File: src/rtl/d3_proc_pkg.sv
// rtl/d3_proc_pkg.sv - shared types and constants for the D3 processing datapath
package d3_proc_pkg;

    typedef enum logic [1:0] {
        ST_IDLE  = 2'd0,
        ST_RUN   = 2'd1,
        ST_DRAIN = 2'd2,
        ST_DONE  = 2'd3
    } seq_state_t;

    localparam int PROD_W       = 32;
    localparam int MULT_N_DEF   = 25;
    localparam int PIPE_LAT_DEF = 2;

    // Smallest accumulator that cannot wrap when every tap returns the maximum product.
    function automatic int acc_width(input int taps);
        return PROD_W + $clog2(taps);
    endfunction

    localparam int ACC_W_DEF = acc_width(MULT_N_DEF);

endpackage

File: src/rtl/conv_tap_acc.sv
// rtl/conv_tap_acc.sv - single-channel unsigned product accumulator with clear/enable
module conv_tap_acc
    import d3_proc_pkg::*;
#(
    parameter int ACC_W = ACC_W_DEF
) (
    input  logic              clkf,
    input  logic              rst,
    input  logic              clr,
    input  logic              en,
    input  logic [PROD_W-1:0] prod,
    output logic [ACC_W-1:0]  acc
);

    always_ff @(posedge clkf or posedge rst) begin
        if (rst) begin
            acc <= '0;
        end else if (clr) begin
            acc <= '0;
        end else if (en) begin
            acc <= acc + ACC_W'(prod);
        end
    end

endmodule

File: src/rtl/conv_seq_ctrl.sv
// rtl/conv_seq_ctrl.sv - tap sequencer and two-channel accumulator for the coefficient multiply pass
module conv_seq_ctrl
    import d3_proc_pkg::*;
#(
    parameter int MULT_N   = MULT_N_DEF,
    parameter int NLOG     = $clog2(MULT_N),
    parameter int PIPE_LAT = PIPE_LAT_DEF,
    parameter int ACC_W    = ACC_W_DEF
) (
    input  logic              clkf,
    input  logic              rst,
    input  logic              coef_loaded,
    input  logic              sample_valid,
    output logic              sample_ready,
    output logic              SAMP_WE,
    output logic [NLOG-1:0]   SAMP_WADDR,
    output logic [NLOG-1:0]   SAMP_RADDR,
    output logic [NLOG-1:0]   ADDRB_RAMK,
    input  logic [PROD_W-1:0] PROD_A,
    input  logic [PROD_W-1:0] PROD_B,
    output logic [ACC_W-1:0]  ACC_OUT_A,
    output logic [ACC_W-1:0]  ACC_OUT_B,
    output logic              out_valid,
    output logic              busy,
    output logic              drop_err
);

    localparam int              DCW      = $clog2(PIPE_LAT) + 1;
    localparam logic [NLOG-1:0] LAST_IDX = NLOG'(MULT_N - 1);

    seq_state_t          state;
    logic [NLOG-1:0]     wr_ptr;
    logic [PIPE_LAT-1:0] tap_sr;
    logic [DCW-1:0]      drain_cnt;
    logic [ACC_W-1:0]    acc_a;
    logic [ACC_W-1:0]    acc_b;
    logic                accept;
    logic                tap_vld;

    assign sample_ready = (state == ST_IDLE) && coef_loaded;
    assign accept       = sample_valid && sample_ready;
    assign SAMP_WE      = accept;
    assign SAMP_WADDR   = wr_ptr;
    assign busy         = (state != ST_IDLE);
    assign tap_vld      = tap_sr[PIPE_LAT-1];

    // SAMP_RADDR tracks (base - k) mod MULT_N by decrementing alongside k.
    always_ff @(posedge clkf or posedge rst) begin
        if (rst) begin
            state      <= ST_IDLE;
            wr_ptr     <= '0;
            ADDRB_RAMK <= '0;
            SAMP_RADDR <= '0;
            tap_sr     <= '0;
            drain_cnt  <= '0;
            ACC_OUT_A  <= '0;
            ACC_OUT_B  <= '0;
            out_valid  <= 1'b0;
            drop_err   <= 1'b0;
        end else begin
            out_valid <= 1'b0;
            tap_sr    <= tap_sr << 1;
            if (sample_valid && !sample_ready) begin
                drop_err <= 1'b1;
            end
            case (state)
                ST_IDLE: begin
                    if (accept) begin
                        wr_ptr     <= (wr_ptr == LAST_IDX) ? '0 : wr_ptr + NLOG'(1);
                        ADDRB_RAMK <= '0;
                        SAMP_RADDR <= wr_ptr;
                        state      <= ST_RUN;
                    end
                end
                ST_RUN: begin
                    tap_sr <= (tap_sr << 1) | PIPE_LAT'(1);
                    if (ADDRB_RAMK == LAST_IDX) begin
                        drain_cnt <= '0;
                        state     <= ST_DRAIN;
                    end else begin
                        ADDRB_RAMK <= ADDRB_RAMK + NLOG'(1);
                        SAMP_RADDR <= (SAMP_RADDR == '0) ? LAST_IDX : SAMP_RADDR - NLOG'(1);
                    end
                end
                ST_DRAIN: begin
                    if (drain_cnt == DCW'(PIPE_LAT - 1)) begin
                        state <= ST_DONE;
                    end else begin
                        drain_cnt <= drain_cnt + DCW'(1);
                    end
                end
                ST_DONE: begin
                    ACC_OUT_A <= acc_a;
                    ACC_OUT_B <= acc_b;
                    out_valid <= 1'b1;
                    state     <= ST_IDLE;
                end
                default: state <= ST_IDLE;
            endcase
        end
    end

    conv_tap_acc #(.ACC_W(ACC_W)) u_acc_a (
        .clkf (clkf),
        .rst  (rst),
        .clr  (accept),
        .en   (tap_vld),
        .prod (PROD_A),
        .acc  (acc_a)
    );

    conv_tap_acc #(.ACC_W(ACC_W)) u_acc_b (
        .clkf (clkf),
        .rst  (rst),
        .clr  (accept),
        .en   (tap_vld),
        .prod (PROD_B),
        .acc  (acc_b)
    );

endmodule

File: config.mk
export PLATFORM = sky130hd
export DESIGN_NAME = conv_seq_ctrl
export DESIGN_NICKNAME = d
export VERILOG_FILES = /design/src/rtl/d3_proc_pkg.sv /design/src/rtl/conv_tap_acc.sv /design/src/rtl/conv_seq_ctrl.sv
export SDC_FILE = /design/constraint.sdc
export NUM_CORES = 1
export LEC_CHECK = 0
export ABC_CLOCK_PERIOD_IN_PS = 3750
export BUFFER_PORTS_ARGS = -buffer_cell sky130_fd_sc_hd__buf_2
export CORE_ASPECT_RATIO = 1.5
export CORE_MARGIN = 10
export CORE_UTILIZATION = 45
export DETAILED_ROUTE_END_ITERATION = 12
export GPL_ROUTABILITY_DRIVEN = 0
export PLACE_DENSITY = 0.65
export SLEW_MARGIN = 10
export SYNTH_ARGS = -nofsm -noshare
export SYNTH_HDL_FRONTEND = slang
export SYNTH_HIERARCHICAL = 1
export SYNTH_SLANG_ARGS = --single-unit
File: constraint.sdc
create_clock -name clkf -period 3.75 [get_ports clkf]
set_clock_uncertainty 0.15 [all_clocks]
set_input_delay 0.75 -clock clkf [delete_from_list [all_inputs] [get_ports clkf]]
set_output_delay 0.75 -clock clkf [all_outputs]
set_load 0.05 [all_outputs]
* After elaboration in Yosys (flattened, before gate mapping) *
Cells that the tools add are included.

storage, ports and cells
  memory bits (writable) = 0
  word-level logic and storage cells = 64
  memories kept = 0
  output and inout bits = 94
  bits in read-only memories = 0
  latch bits = 0
  flip-flop bits (word level) = 171

cells by class
  magnitude comparators = 0
  div/mod/pow operators = 0
  reductions and logical operators = 14
  multiplexer cells = 21
  bitwise operators = 0
  equal/unequal tests = 11
  shift-type cells = 0
  multiply operators = 0
  add/sub/neg operators = 6

operators with widths
  kind                   count
  $mux W37               4
  $add A37 B32 Y37       2
  $mux W5                6
  $pmux W5 S2            2
  $add A5 B1 Y5 const B  2
  $eq A5 B5 Y1 const B   2
  $mux W2                5
  $ne A2 B2 Y1 const B   5
  $reduce_and A3 Y1      3
  $pmux W2 S4            1
  $reduce_bool A2 Y1     4
  $logic_not A5 Y1       1
  $sub A5 B1 Y5 const B  1
  $eq A2 B1 Y1 const B   2
  $eq A2 B2 Y1 const B   2
  $pmux W2 S2            1
  $logic_and A1 B1 Y1    3
  $add A2 B1 Y2 const B  1
  $logic_not A2 Y1       1
  $mux W1                2
  $reduce_and A2 Y1      1
  $logic_not A1 Y1       1

* Longest topological paths before layout *
Gate-level depths: netlist (run 1).

  word-level depth = 5
  gate-level depth with buffers = 12
  mapped depth without buffers = 12

* Cells and area by module *
Netlist (run 1), hierarchy kept.

by module, submodules not included
  module                   instances  cells an instance  area each (um2)
  conv_seq_ctrl            1          303                4129.0
  conv_tap_acc at u_acc_b  1          406                3418.3
  conv_tap_acc at u_acc_a  1          379                3299.4

* Worst setup path before layout (run 1) *
No wires, ideal clock.

  kind = in2reg
  start point = in PROD_A[0]
  end point = reg u_acc_a.acc[34]
  data required time = 3.475 ns
  stages = 12
  buffers on the path = 0
  library setup time = 0.125 ns
  arrival = 2.915 ns
  path slack = 0.560 ns
  cells stage by stage = ha_1 -> inv_1 -> fa_1 -> nor2b_1 -> o31ai_2 -> a21oi_2 -> a21o_4 -> o31ai_4 -> o31ai_4 -> a31o_4 -> nand4_2 -> mux2_4

between the ends
  cells in the longest elaborated chain, start to end = 3

RTL lines
  what                  RTL line             RTL
  start, declared       conv_seq_ctrl.sv:19  input logic [PROD_W-1:0] PROD_A,
  $add A37 B32 Y37      conv_tap_acc.sv:21   acc <= acc + ACC_W'(prod);
  $mux W37              conv_tap_acc.sv:20   end else if (en) begin
  $mux W37              conv_tap_acc.sv:18   end else if (clr) begin
  end signal, assigned  conv_tap_acc.sv:21
  end, declared         conv_tap_acc.sv:12   output logic [ACC_W-1:0] acc

Every way passes these cells. The select of a mux whose other input is x is not followed.
A chain may end at the register's enable or synchronous reset.

* Worst setup path in the final report (run 1) *
  start point = in PROD_B[0]
  end point = reg u_acc_b.acc[36]

between the ends
  cells in the longest elaborated chain, start to end = 3

RTL lines
  what                  RTL line             RTL
  start, declared       conv_seq_ctrl.sv:20  input logic [PROD_W-1:0] PROD_B,
  $add A37 B32 Y37      conv_tap_acc.sv:21
  $mux W37              conv_tap_acc.sv:20
  $mux W37              conv_tap_acc.sv:18
  end signal, assigned  conv_tap_acc.sv:21
  end, declared         conv_tap_acc.sv:12

Every way passes these cells. The select of a mux whose other input is x is not followed.

==> results of run 1 <==
## routing by layer
metal	wire [um]	global-route usage, %
met1	11200	19.3
met3	1210	4.33
met4	574	6.06
met2	14900	33.6
met5	13	0
## cell usage in the layout (no fill, tap or decap), drive strengths merged, types with 8 or more instances in the layout
master | Yosys | layout
mux2 | 84 | 84
clkinv | 0 | 8
a21o | 31 | 31
xnor2 | 26 | 26
ha | 75 | 75
and3 | 15 | 15
mux2i | 35 | 35
nand3 | 28 | 28
a31oi | 10 | 10
nand4 | 11 | 11
nor2 | 103 | 103
nand2b | 22 | 22
o21bai | 8 | 8
inv | 44 | 44
clkbuf | 22 | 20
nor2b | 21 | 21
o21ai | 60 | 60
nand2 | 60 | 60
dfrtp | 171 | 171
nor3 | 16 | 16
a21oi | 82 | 82
a211oi | 13 | 13
buf | 20 | 173
xor2 | 18 | 18
o22ai | 9 | 9
## cell type report
class                      count  area, um^2
multi-input combinational    831        6230
timing repair buffer         173         896
tap                          319         399
clock inverter                12         100
clock buffer                  20         447
fill                        2189       11200
inverter                      44         168
sequential                   171        4280
## flip-flops by register name, indices dropped and copies added (netlist names)
register and count:
ACC_OUT_A 37, ACC_OUT_B 37, u_acc_a/acc 37, u_acc_b/acc 37, ADDRB_RAMK 5, SAMP_RADDR 5
SAMP_WADDR 5, drain_cnt 2, state 2, tap_sr 2, drop_err 1, out_valid 1
## where the power goes
part	leakage [nW]	internal, mW	switching, mW
Clock	0.265	0.925	0.750
Combinational	3.60	2.88	4.78
Sequential	2.13	2.70	0.672
Total	5.99	6.50	6.20
## final timing paths
| kind | from | slack [ns] | end |
|---|---|---|---|
| worst max-delay path | PROD_B[0] | 0.67 | u_acc_b/acc[36] |
| worst min-delay path | tap_sr[0] | 0.20 | tap_sr[1] |
| worst max register to register | u_acc_b/acc[0] | 0.68 | u_acc_b/acc[36] |
| worst min register to register | tap_sr[0] | 0.20 | tap_sr[1] |
| max in group asynchronous | rst | 2.24 | ACC_OUT_B[24] |
| min in group asynchronous | rst | 0.32 | u_acc_a/acc[12] |
## cell families (layout without fill, tap and decap cells)
family | after synthesis | after routing | synth area share, %
AO/OA/AOI/OAI | 277 | 277 | 17.9
flip-flops | 171 | 171 | 39.5
XOR/XNOR | 44 | 44 | 3.55
buffers and inverters | 86 | 249 | 3.26
AND/OR/NAND/NOR | 314 | 314 | 14.8
multiplexers | 119 | 119 | 12.1
adder cells (fa/ha/maj) | 77 | 77 | 9.02
==> results by group, run 1 <==
Outcome
  • Result of the run: finished, final reports clean

Critical path
  • Critical path buffers and inverters: 2
  • Critical path arrival: around 3.3 ns
  • Largest fanout on the critical path: 4
  • Critical path data required time: just under 4 ns
  • Gate family responsible for the most delay along the worst path: compound AO/OA/AOI/OAI gates
  • Maximum cell stage delay along the critical path: roughly 0.38 ns
  • Crit-path slowest cell: fa_1
  • List of cells traversed by the critical path: buf_2 > ha_1 > inv_1 > fa_1 > and2b_1 > o2111ai_1 > a211oi_2 > nor2_2 > o31ai_4 > a21oi_2 > o21ai_1 > mux2_1
  • Critical path endpoint category: flop
  • CP Launch Type: input port
  • Type of the setup path with the least slack: input port to flop
  • Number of cells on the critical path: 12
  • Reg2reg path depth: 11

Synthesis
  • Async set-or-reset flop fraction in the synthesized netlist: 100%
  • Share of Yosys cell area claimed by the top area cell type: 39.5%
  • Top cell type by total area after synthesis: dfrtp_1
  • Most used DFF post-synth: dfrtp_1
  • Average size of a mapped cell: around 10 um^2
  • Most used standard cell by instance count after synthesis: dfrtp_1
  • Gate count of the mapped netlist: 1088
  • Number of enable-type register cells in the synthesized netlist: 0
  • Library cells used by synthesis: 100
  • Share of the yosys chip area belonging to registers: approximately two fifths
  • Cells taking the most area after synthesis: dfrtp_1 39%, ha_1 8.7%, mux2_2 7.8%
  • Syn_nets: 1233
  • Flops & latches, synth: 171
  • Synth Warn #: 6
  • Most frequent cells after synthesis: 171 x dfrtp_1, 102 x nor2_1, 76 x a21oi_1, 75 x ha_1, 75 x mux2_2
  • Post-synth design cell area: 0.0108 mm^2

Clock tree
  • Number of buffers created by CTS: 17
  • Root cell of the clock tree: clkbuf_16
  • Worst skew pair latency: 0.44 ns
  • Hold bufs inserted after CTS: 0
  • Deepest clock path buffer count: 2
  • TritonCTS clock tree: yes
  • Sink Count: 171
  • Resize count post-CTS: 0
  • # H-tree levels: 4
  • Setup Fix Bufs, Post-CTS: 0
  • Reg clk slew, reported paths: ~0.060 ns

Final layout
  • Fraction of final layout cells with drive strength greater than 1: 26.2%
  • Antenna diodes: 0
  • Final Net Count: 1383
  • Area overhead of the layout relative to synthesis: 15.4%
  • Cell Count, Final, Fillers Out: about 1600
  • Area of all placed cells without fillers: roughly 0.013 mm^2
  • Fin util: a little over half

STA
  • Number of endpoints failing setup at the final stage: 0
  • Post-route worst setup slack: around 0.67 ns
  • Number of hold violations in the final report: 0
  • Slew Viols, Final: 0
  • Timing-limited maximum frequency: between 300 and 400 MHz
  • Period utilization: between 80 and 90%
  • Aggregate negative setup slack: 0 ns
  • Unrepaired setup endpoints after global routing: false
  • Slew Limit Headroom: about 28%
  • Transition time at the pin with the least slew margin: 1.08 ns
  • Hold Worst Slack: about 0.2 ns
  • Fin crit period: roughly 3 ns

Pwr
  • Sum of internal, switching and leakage power: about 13 mW
  • Power per cell area: 1010 mW/mm^2
  • Peak supply drop: around 0.00047 V
  • Static power due to leakage: around 6 nW

Routing
  • Routed via count: ~8700
  • Number of remaining DRC errors: 0
  • Post-DR wirelength/cell: ~18 um
  • Detailed-route vias per instance: approximately 5.5
  • Final WL: 27.9 mm
  • Count of TritonRoute iterations in the first routing pass: 6
  • Iter 0 DRT Violations: between 400 and 500
  • Detail Route Antenna Nets: 0

Placed design
  • Setup slack at placement: around 0.23 ns
  • Dpl cell area: 0.0120 mm^2
  • IO buf count: between 150 and 200
  • Cell total after placement: roughly 1500
  • Total half-perimeter wirelength after legalization and detailed placement: roughly 21 mm

Global route
  • First-pass GRT wire length: between 40 and 50 mm
  • Vias in the first global route: around 8900
  • Total overflow reported by the global router: 0
  • Largest net degree at the start of global routing: between 70 and 80
  • Number of antenna violations at the first check in global routing: 1
  • Total global-route track usage: between 10% and 20%

Hold path
  • Cell depth of the worst hold path: 0
  • Type of the tightest min-delay check: flop to flop

Die
  • Cell Rows: 69
  • Die Width: ~150 um
  • CORE AREA: about 0.024 mm^2
  • Die extent in y: between 200 and 250 um
  • Die area: 0.0308 mm^2
  • Starting utilization of the core area: between 40% and 50%
  • Count of pins on the block boundary: ~160

Flow run
  • Maximum Capacitance Violations: 0
(Power assumes the default switching activity.)
==> inputs of run 2 (changes only) <==
--- a/config.mk
+++ b/config.mk
@@ -5,14 +5,14 @@
 export SDC_FILE = /design/constraint.sdc
 export NUM_CORES = 1
 export LEC_CHECK = 0
-export ABC_CLOCK_PERIOD_IN_PS = 3750
+export ABC_CLOCK_PERIOD_IN_PS = 2740
 export BUFFER_PORTS_ARGS = -buffer_cell sky130_fd_sc_hd__buf_2
 export CORE_ASPECT_RATIO = 1.5
 export CORE_MARGIN = 10
 export CORE_UTILIZATION = 45
 export DETAILED_ROUTE_END_ITERATION = 12
 export GPL_ROUTABILITY_DRIVEN = 0
-export PLACE_DENSITY = 0.65
+export PLACE_DENSITY = 0.68
 export SLEW_MARGIN = 10
 export SYNTH_ARGS = -nofsm -noshare
 export SYNTH_HDL_FRONTEND = slang
==> constraint.sdc (replaced) <==
create_clock -name clkf -period 2.74 [get_ports clkf]
set_clock_uncertainty 0.15 [all_clocks]
set_input_delay 0.548 -clock clkf [delete_from_list [all_inputs] [get_ports clkf]]
set_output_delay 0.548 -clock clkf [all_outputs]
set_load 0.05 [all_outputs]
==> run 2 against run 1 <==
The run now ends with setup timing left; global-route usage is 1.8 points higher; hold slack worse by 0.20 ns; power is 58% higher; register-to-register slack worse by 0.85 ns; via count is 8.8% higher; critical path depth is 1 lower; core utilization is 7.9 points higher; clock-buffer cell count is 3 higher; clock power is 47% higher; design area is 15% higher; sequential share of layout area is 4.5 points lower; die area stayed put.
==> results by group, run 2 (synthesis results as in run 1) <==
Outcome
  • Result of the run: complete, but fails checks (was finished, final reports clean)
  • Failing checks: setup timing

Routing
  • Detail Route Antenna Nets: 0 (unchanged)
  • Detailed-route vias per instance: 5.45 (was 5.54)
  • Post-DR wirelength/cell: 17.8 um (about the same)
  • Number of remaining DRC errors: 0 (unchanged)
  • Routed via count: 9472 (was 8702)
  • Final WL: 31.0 mm (was 27.9 mm)
  • Iter 0 DRT Violations: 403 (was 486)
  • Count of TritonRoute iterations in the first routing pass: 8 (was 6)

Critical path
  • Critical R2R Capture: u_acc_b/acc[36] (unchanged)
  • Critical path endpoint category: flop (unchanged)
  • Maximum cell stage delay along the critical path: 0.38 ns (about the same)
  • Number of cells on the critical path: 11 (was 12)
  • First element of the critical path: u_acc_b/acc[0] (was PROD_B[0])
  • Critical path data required time: 2.91 ns (was 3.92 ns)
  • Gate family responsible for the most delay along the worst path: compound AO/OA/AOI/OAI gates (unchanged)
  • FF-to-FF setup slack: -0.17 ns (was 0.68 ns)
  • Crit-path slowest cell: dfrtp_1 (was fa_1)
  • Type of the setup path with the least slack: flop to flop (was input port to flop)
  • Critical path buffers and inverters: 1 (was 2)
  • CP Launch Type: flop (was input port)
  • Setup crit end: u_acc_b/acc[36] (unchanged)
  • List of cells traversed by the critical path: ha_4 > inv_2 > fa_2 > and2b_1 > o2111ai_2 > a211oi_2 > nor2_2 > o31ai_4 > a21oi_2 > o21ai_1 > mux2_1 (was buf_2 > ha_1 > inv_1 > fa_1 > and2b_1 > o2111ai_1 > a211oi_2 > nor2_2 > o31ai_4 > a21oi_2 > o21ai_1 > mux2_1)
  • Largest fanout on the critical path: 4 (unchanged)
  • Start of the worst register-to-register path: u_acc_b/acc[0] (unchanged)
  • Critical path arrival: 3.08 ns (was 3.25 ns)
  • Reg2reg path depth: 11 (unchanged)

Clock tree
  • Root cell of the clock tree: clkbuf_16 (unchanged)
  • Sink Count: 171 (unchanged)
  • Number of buffers created by CTS: 17 (unchanged)
  • # H-tree levels: 4 (unchanged)
  • Deepest clock path buffer count: 2 (unchanged)
  • Worst skew pair latency: 0.44 ns (about the same)
  • TritonCTS clock tree: yes (unchanged)
  • Reg clk slew, reported paths: 0.07 ns (was 0.06 ns)

Final layout
  • Area overhead of the layout relative to synthesis: 32.7% (was 15.4%)
  • Combined flip-flop and latch cell area: 0.00428 mm^2 (unchanged)
  • Most common cell after layout, fill and taps aside: buf_4 (was dfrtp_1)
  • Final Net Count: 1551 (was 1383)
  • Number of fill cells: 2009 (was 2189)
  • Fraction of final layout cells with drive strength greater than 1: 39.0% (was 26.2%)
  • Footprint of the multi-input gates: 0.00671 mm^2 (was 0.00623 mm^2)
  • Commonest cells after routing, fill and taps aside: 171 x buf_4, 170 x dfrtp_1, 160 x buf_2, 102 x nor2_1, 75 x mux2_2 (was 170 x dfrtp_1, 161 x buf_2, 102 x nor2_1, 76 x a21oi_1, 75 x mux2_2)

Pwr
  • Sum of internal, switching and leakage power: 20.0 mW (was 12.7 mW)
  • Static power due to leakage: 6.89 nW (was 5.99 nW)
  • Peak supply drop: 0.000905 V (was 0.000474 V)
  • Power per cell area: 1390 mW/mm^2 (was 1010 mW/mm^2)

Placed design
  • IO buf count: 161 (unchanged)
  • Total half-perimeter wirelength after legalization and detailed placement: 23.5 mm (was 20.9 mm)

STA
  • Number of hold violations in the final report: 0 (unchanged)
  • Timing-limited maximum frequency: about 340 MHz
  • Period utilization: 106%
  • Slew Viols, Final: 0 (unchanged)
  • Post-route worst setup slack: -0.171 ns (was 0.668 ns)
  • Fin crit period: around 2.9 ns
  • Number of endpoints failing setup at the final stage: 12 (was 0)
  • Transition time at the pin with the least slew margin: 0.577 ns (was 1.08 ns)
  • Slew Limit Headroom: 61.5% (was 28.0%)
  • Unrepaired setup endpoints after global routing: true (was false)
  • Aggregate negative setup slack: -1.17 ns (was 0 ns)

Die
  • Die area: 0.0308 mm^2 (unchanged)
  • Count of pins on the block boundary: 162 (unchanged)
  • Die Width: 147 um (unchanged)
  • Cell Rows: 69 (unchanged)
  • Starting utilization of the core area: 45.7% (unchanged)
  • CORE AREA: 0.0237 mm^2 (unchanged)
  • Die extent in y: 210 um (unchanged)

Global route
  • Largest net degree at the start of global routing: 56 (was 76)
  • Number of antenna violations at the first check in global routing: 1 (unchanged)
  • First-pass GRT wire length: 50.5 mm (was 45.9 mm)
  • Total overflow reported by the global router: 0 (unchanged)
  • Total global-route track usage: 19.9% (was 18.0%)
  • Vias in the first global route: 10000 (was 8946)

Hold path
  • Type of the tightest min-delay check: input port to asynchronous set/reset pin (was flop to flop)

Flow run
  • Maximum Capacitance Violations: 0 (unchanged)
[run 2: cell types whose count changed in the layout (fill, tap and decap cells not counted), sizes merged]
cell	delta
buf	+168
clkinv	-4
clkbuf	+3
bufinv	+1
clkinvlp	+1
diode	+1
inv	-1
[run 2: stage by stage]
step           instance area [um^2]  utilization [%]  setup slack, ns  std cells  hold WS [ns]
2_1_floorplan                 11000                -           -0.122       1088         0.181
3_3_place_gp                  13300             56.1           -0.394       1691         0.185
3_5_place_dp                  13300             56.1           -0.425       1691         0.187
4_1_cts                       14100             59.2           -0.132       1730      0.000340
5_1_grt                       14400             60.6           -0.290       1738        0.0177
6_report                      14400             60.6           -0.171       1739    0.00000178
[run 2: worst min path at each step]
stage	startpoint	endpoint	slack, ns	cells after the start
after floorplan	tap_sr[0]	tap_sr[1]	0.18	0
after global placement	tap_sr[0]	tap_sr[1]	0.18	0
after detailed placement	tap_sr[0]	tap_sr[1]	0.19	0
after CTS	rst	ACC_OUT_A[3]	0.0003	2
after global routing	rst	ACC_OUT_A[3]	0.02	2
final	rst	ACC_OUT_B[5]	0.000002	2
[run 2: layout make-up]
cell class                      count  area share, %
Tap cell                          319           2.77
Multi-Input combinational cell    831           46.6
Clock inverter                      9          0.791
Timing Repair Buffer              341           15.5
Antenna cell                        1         0.0174
Sequential cell                   171           29.8
Clock buffer                       23           3.32
Inverter                           44           1.21
[run 2: power breakdown]
part           total [mW]  internal [mW]  switching (mW)
Sequential           4.65           3.69           0.960
Combinational        12.9           5.62            7.33
Clock                2.45           1.42            1.03
[run 2: layer usage]
layer	GRT usage, %	wire [um]
met1	20.3	11700
met2	37.5	16800
met3	4.59	1470
met4	8.52	1030
met5	0	0
[run 2: repair_timing]
item                       4_1_cts  5_1_grt
hold buffers                     0        0
setup endpoints to repair       19       32
pin swaps                       12       40
buffers inserted                 7       11
gates resized for setup         18       53
==> inputs of run 3 (changes only) <==
--- a/config.mk
+++ b/config.mk
@@ -8,7 +8,7 @@
 export ABC_CLOCK_PERIOD_IN_PS = 2740
 export BUFFER_PORTS_ARGS = -buffer_cell sky130_fd_sc_hd__buf_2
 export CORE_ASPECT_RATIO = 1.5
-export CORE_MARGIN = 10
+export CORE_MARGIN = 5
 export CORE_UTILIZATION = 45
 export DETAILED_ROUTE_END_ITERATION = 12
 export GPL_ROUTABILITY_DRIVEN = 0
==> run 3 against run 2 <==
The flow still finishes with violations (setup timing); die area shrank 11%; largest power group unchanged; critical endpoint is now u_acc_b/acc[32]; register-to-register slack gained 0.07 ns; cell count shrank 0.46%; highest routed layer is now met5; sequential share of layout area grew 0.33 points; design area shrank 1.1%; setup slack gained 0.067 ns; wire length shrank 5.0%; hold slack gained 0.050 ns; critical path depth is the same.
==> results by group, run 3 (synthesis results as in run 1) <==
Outcome
  • Result of the run: complete, but fails checks (unchanged)
  • Failing checks: setup timing (unchanged)

STA
  • Post-route worst setup slack: -0.104 ns (was -0.171 ns)
  • Transition time at the pin with the least slew margin: 0.597 ns (was 0.577 ns)
  • Fin crit period: 2.84 ns (was 2.91 ns)
  • Slew Viols, Final: 0 (unchanged)
  • Slew Limit Headroom: 60.1% (was 61.5%)
  • Number of endpoints failing setup at the final stage: 6 (was 12)
  • Unrepaired setup endpoints after global routing: true (unchanged)
  • Timing-limited maximum frequency: 352 MHz (was 344 MHz)
  • Aggregate negative setup slack: -0.392 ns (was -1.17 ns)
  • Hold Worst Slack: 0.0501 ns (was 0.00000178 ns)
  • Number of hold violations in the final report: 0 (unchanged)
  • Period utilization: 104% (was 106%)

Placed design
  • Total half-perimeter wirelength after legalization and detailed placement: 22.3 mm (was 23.5 mm)
  • Cell total after placement: 1690 (was 1691)
  • Dpl cell area: 0.0133 mm^2 (about the same)
  • IO buf count: 161 (unchanged)
  • Setup slack at placement: -0.399 ns (was -0.425 ns)

Pwr
  • Part of the total power dissipated in combinational logic: 64.2% (was 64.6%)
  • Switching part of the total power: 46.2% (was 46.5%)
  • Peak supply drop: 0.000852 V (was 0.000905 V)
  • Switching Power: 9.08 mW (was 9.32 mW)
  • Clock power frac: 12.3% (was 12.2%)
  • Static power due to leakage: 6.84 nW (was 6.89 nW)
  • Internal portion of total power: 10.6 mW (was 10.7 mW)
  • Sum of internal, switching and leakage power: 19.7 mW (was 20.0 mW)
  • Portion of total power attributed to sequential cells: 23.5% (was 23.2%)
  • Power per cell area: 1380 mW/mm^2 (was 1390 mW/mm^2)

Critical path
  • Critical path arrival: 3.01 ns (was 3.08 ns)
  • Start of the worst register-to-register path: u_acc_b/acc[0] (unchanged)
  • CP Launch Type: flop (unchanged)
  • First element of the critical path: u_acc_b/acc[0] (unchanged)
  • Type of the setup path with the least slack: flop to flop (unchanged)
  • Critical R2R Capture: u_acc_b/acc[32] (was u_acc_b/acc[36])
  • FF-to-FF setup slack: -0.10 ns (was -0.17 ns)
  • Reg2reg path depth: 11 (unchanged)
  • Critical path endpoint category: flop (unchanged)
  • Critical path data required time: 2.91 ns (about the same)
  • Largest fanout on the critical path: 4 (unchanged)

Clock tree
  • Sink Count: 171 (unchanged)
  • Root cell of the clock tree: clkbuf_16 (unchanged)
  • Worst skew pair latency: 0.44 ns (about the same)
  • Hold bufs inserted after CTS: 0 (unchanged)
  • Number of buffers created by CTS: 17 (unchanged)
  • Deepest clock path buffer count: 2 (unchanged)
  • TritonCTS clock tree: yes (unchanged)
  • Reg clk slew, reported paths: 0.06 ns (was 0.07 ns)
  • # H-tree levels: 4 (unchanged)

Die
  • Count of pins on the block boundary: 162 (unchanged)
  • Die area: 0.0274 mm^2 (was 0.0308 mm^2)
  • Die Width: 137 um (was 147 um)
  • Cell Rows: 69 (unchanged)
  • Die extent in y: 200 um (was 210 um)
  • Starting utilization of the core area: 45.7% (unchanged)
  • CORE AREA: 0.0237 mm^2 (unchanged)

Final layout
  • Combined flip-flop and latch cell area: 0.00428 mm^2 (unchanged)
  • Footprint of the multi-input gates: 0.00664 mm^2 (was 0.00671 mm^2)
  • Fraction of final layout cells with drive strength greater than 1: 38.0% (was 39.0%)
  • Area of all placed cells without fillers: 0.0142 mm^2 (was 0.0144 mm^2)
  • Commonest cells after routing, fill and taps aside: 170 x dfrtp_1, 168 x buf_4, 160 x buf_2, 102 x nor2_1, 75 x mux2_2 (was 171 x buf_4, 170 x dfrtp_1, 160 x buf_2, 102 x nor2_1, 75 x mux2_2)
  • Antenna diodes: 0 (was 1)
  • Final Net Count: 1545 (was 1551)
  • Fin util: 59.9% (was 60.6%)
  • Most common cell after layout, fill and taps aside: dfrtp_1 (was buf_4)
  • Area overhead of the layout relative to synthesis: 31.2% (was 32.7%)
  • Number of fill cells: 2055 (was 2009)
  • Cell Count, Final, Fillers Out: 1731 (was 1739)

Routing
  • Number of remaining DRC errors: 0 (unchanged)
  • Iter 0 DRT Violations: 406 (was 403)
  • Final WL: 29.4 mm (was 31.0 mm)
  • Routed via count: 9458 (was 9472)
  • Count of TritonRoute iterations in the first routing pass: 5 (was 8)
  • Detailed-route vias per instance: 5.46 (was 5.45)
  • Detail Route Antenna Nets: 0 (unchanged)
  • Post-DR wirelength/cell: 17.0 um (was 17.8 um)

Global route
  • Vias in the first global route: 9956 (was 10000)
  • Total overflow reported by the global router: 0 (unchanged)
  • GR Util met3: 3.99% (was 4.59%)
  • First-pass GRT wire length: 48.9 mm (was 50.5 mm)
  • Routing usage on met2: 41.1% (was 37.5%)
  • Routing layer with the top usage in global route: met2 (unchanged)
  • Number of antenna violations at the first check in global routing: 1 (unchanged)
  • Total global-route track usage: 22.0% (was 19.9%)
  • Largest net degree at the start of global routing: 40 (was 56)
  • Met1 GRT Util: 24.1% (was 20.3%)

Flow run
  • Maximum Capacitance Violations: 0 (unchanged)

Hold path
  • Type of the tightest min-delay check: input port to asynchronous set/reset pin (unchanged)
==> run 3: repair_timing <==
item                                    4_1_cts  5_1_grt
gates resized for setup                      21       34
endpoints found under the setup margin       19       30
setup buffers                                 5        6
pin swaps                                    28       30
gates cloned                                  0        0
==> run 3: worst max path at each step <==
stage	cells after the start	to	slack [ns]
3_5_place_dp	13	u_acc_a/acc[36]	-0.40
4_1_cts	12	u_acc_a/acc[30]	-0.14
3_3_place_gp	12	u_acc_b/acc[36]	-0.35
6_report	11	u_acc_b/acc[32]	-0.10
5_1_grt	11	u_acc_b/acc[32]	-0.19
2_1_floorplan	12	u_acc_a/acc[34]	-0.12
==> run 3: layer usage <==
layer	routed length, um	part of all wire (%)
met3	1110	3.8
met1	11100	38
met5	11	0.037
met4	984	3.3
met2	16300	55
==> run 3: worst max-delay path, cell delays in order, from the launching register on <==
cell,delay [ns]
dfrtp_1,0.38
ha_4,0.15
inv_2,0.03
fa_2,0.33
and2b_1,0.23
o2111ai_2,0.13
a211oi_2,0.26
nor2_2,0.09
o31ai_4,0.28
a21oi_2,0.13
o22ai_1,0.20
mux2_1,0.35
==> run 3: final cells by class <==
cell class / instances / area share (%)
clock buffers: 23 / 3.15
clock inverters: 8 / 0.844
inverters: 44 / 1.20
multi-input cells: 831 / 46.6
flip-flops and latches: 171 / 30.1
well taps: 319 / 2.80
repair buffers: 335 / 15.3
==> run 3: power groups by stage <==
stage	logic, mW	registers, mW	clock network [mW]
6_report	12.6	4.62	2.42
5_1_grt	13.7	4.80	2.60
4_1_cts	12.4	4.62	2.49
3_5_place_dp	12.1	4.65	0
3_3_place_gp	11.9	4.61	0
2_1_floorplan	6.49	6.44	0
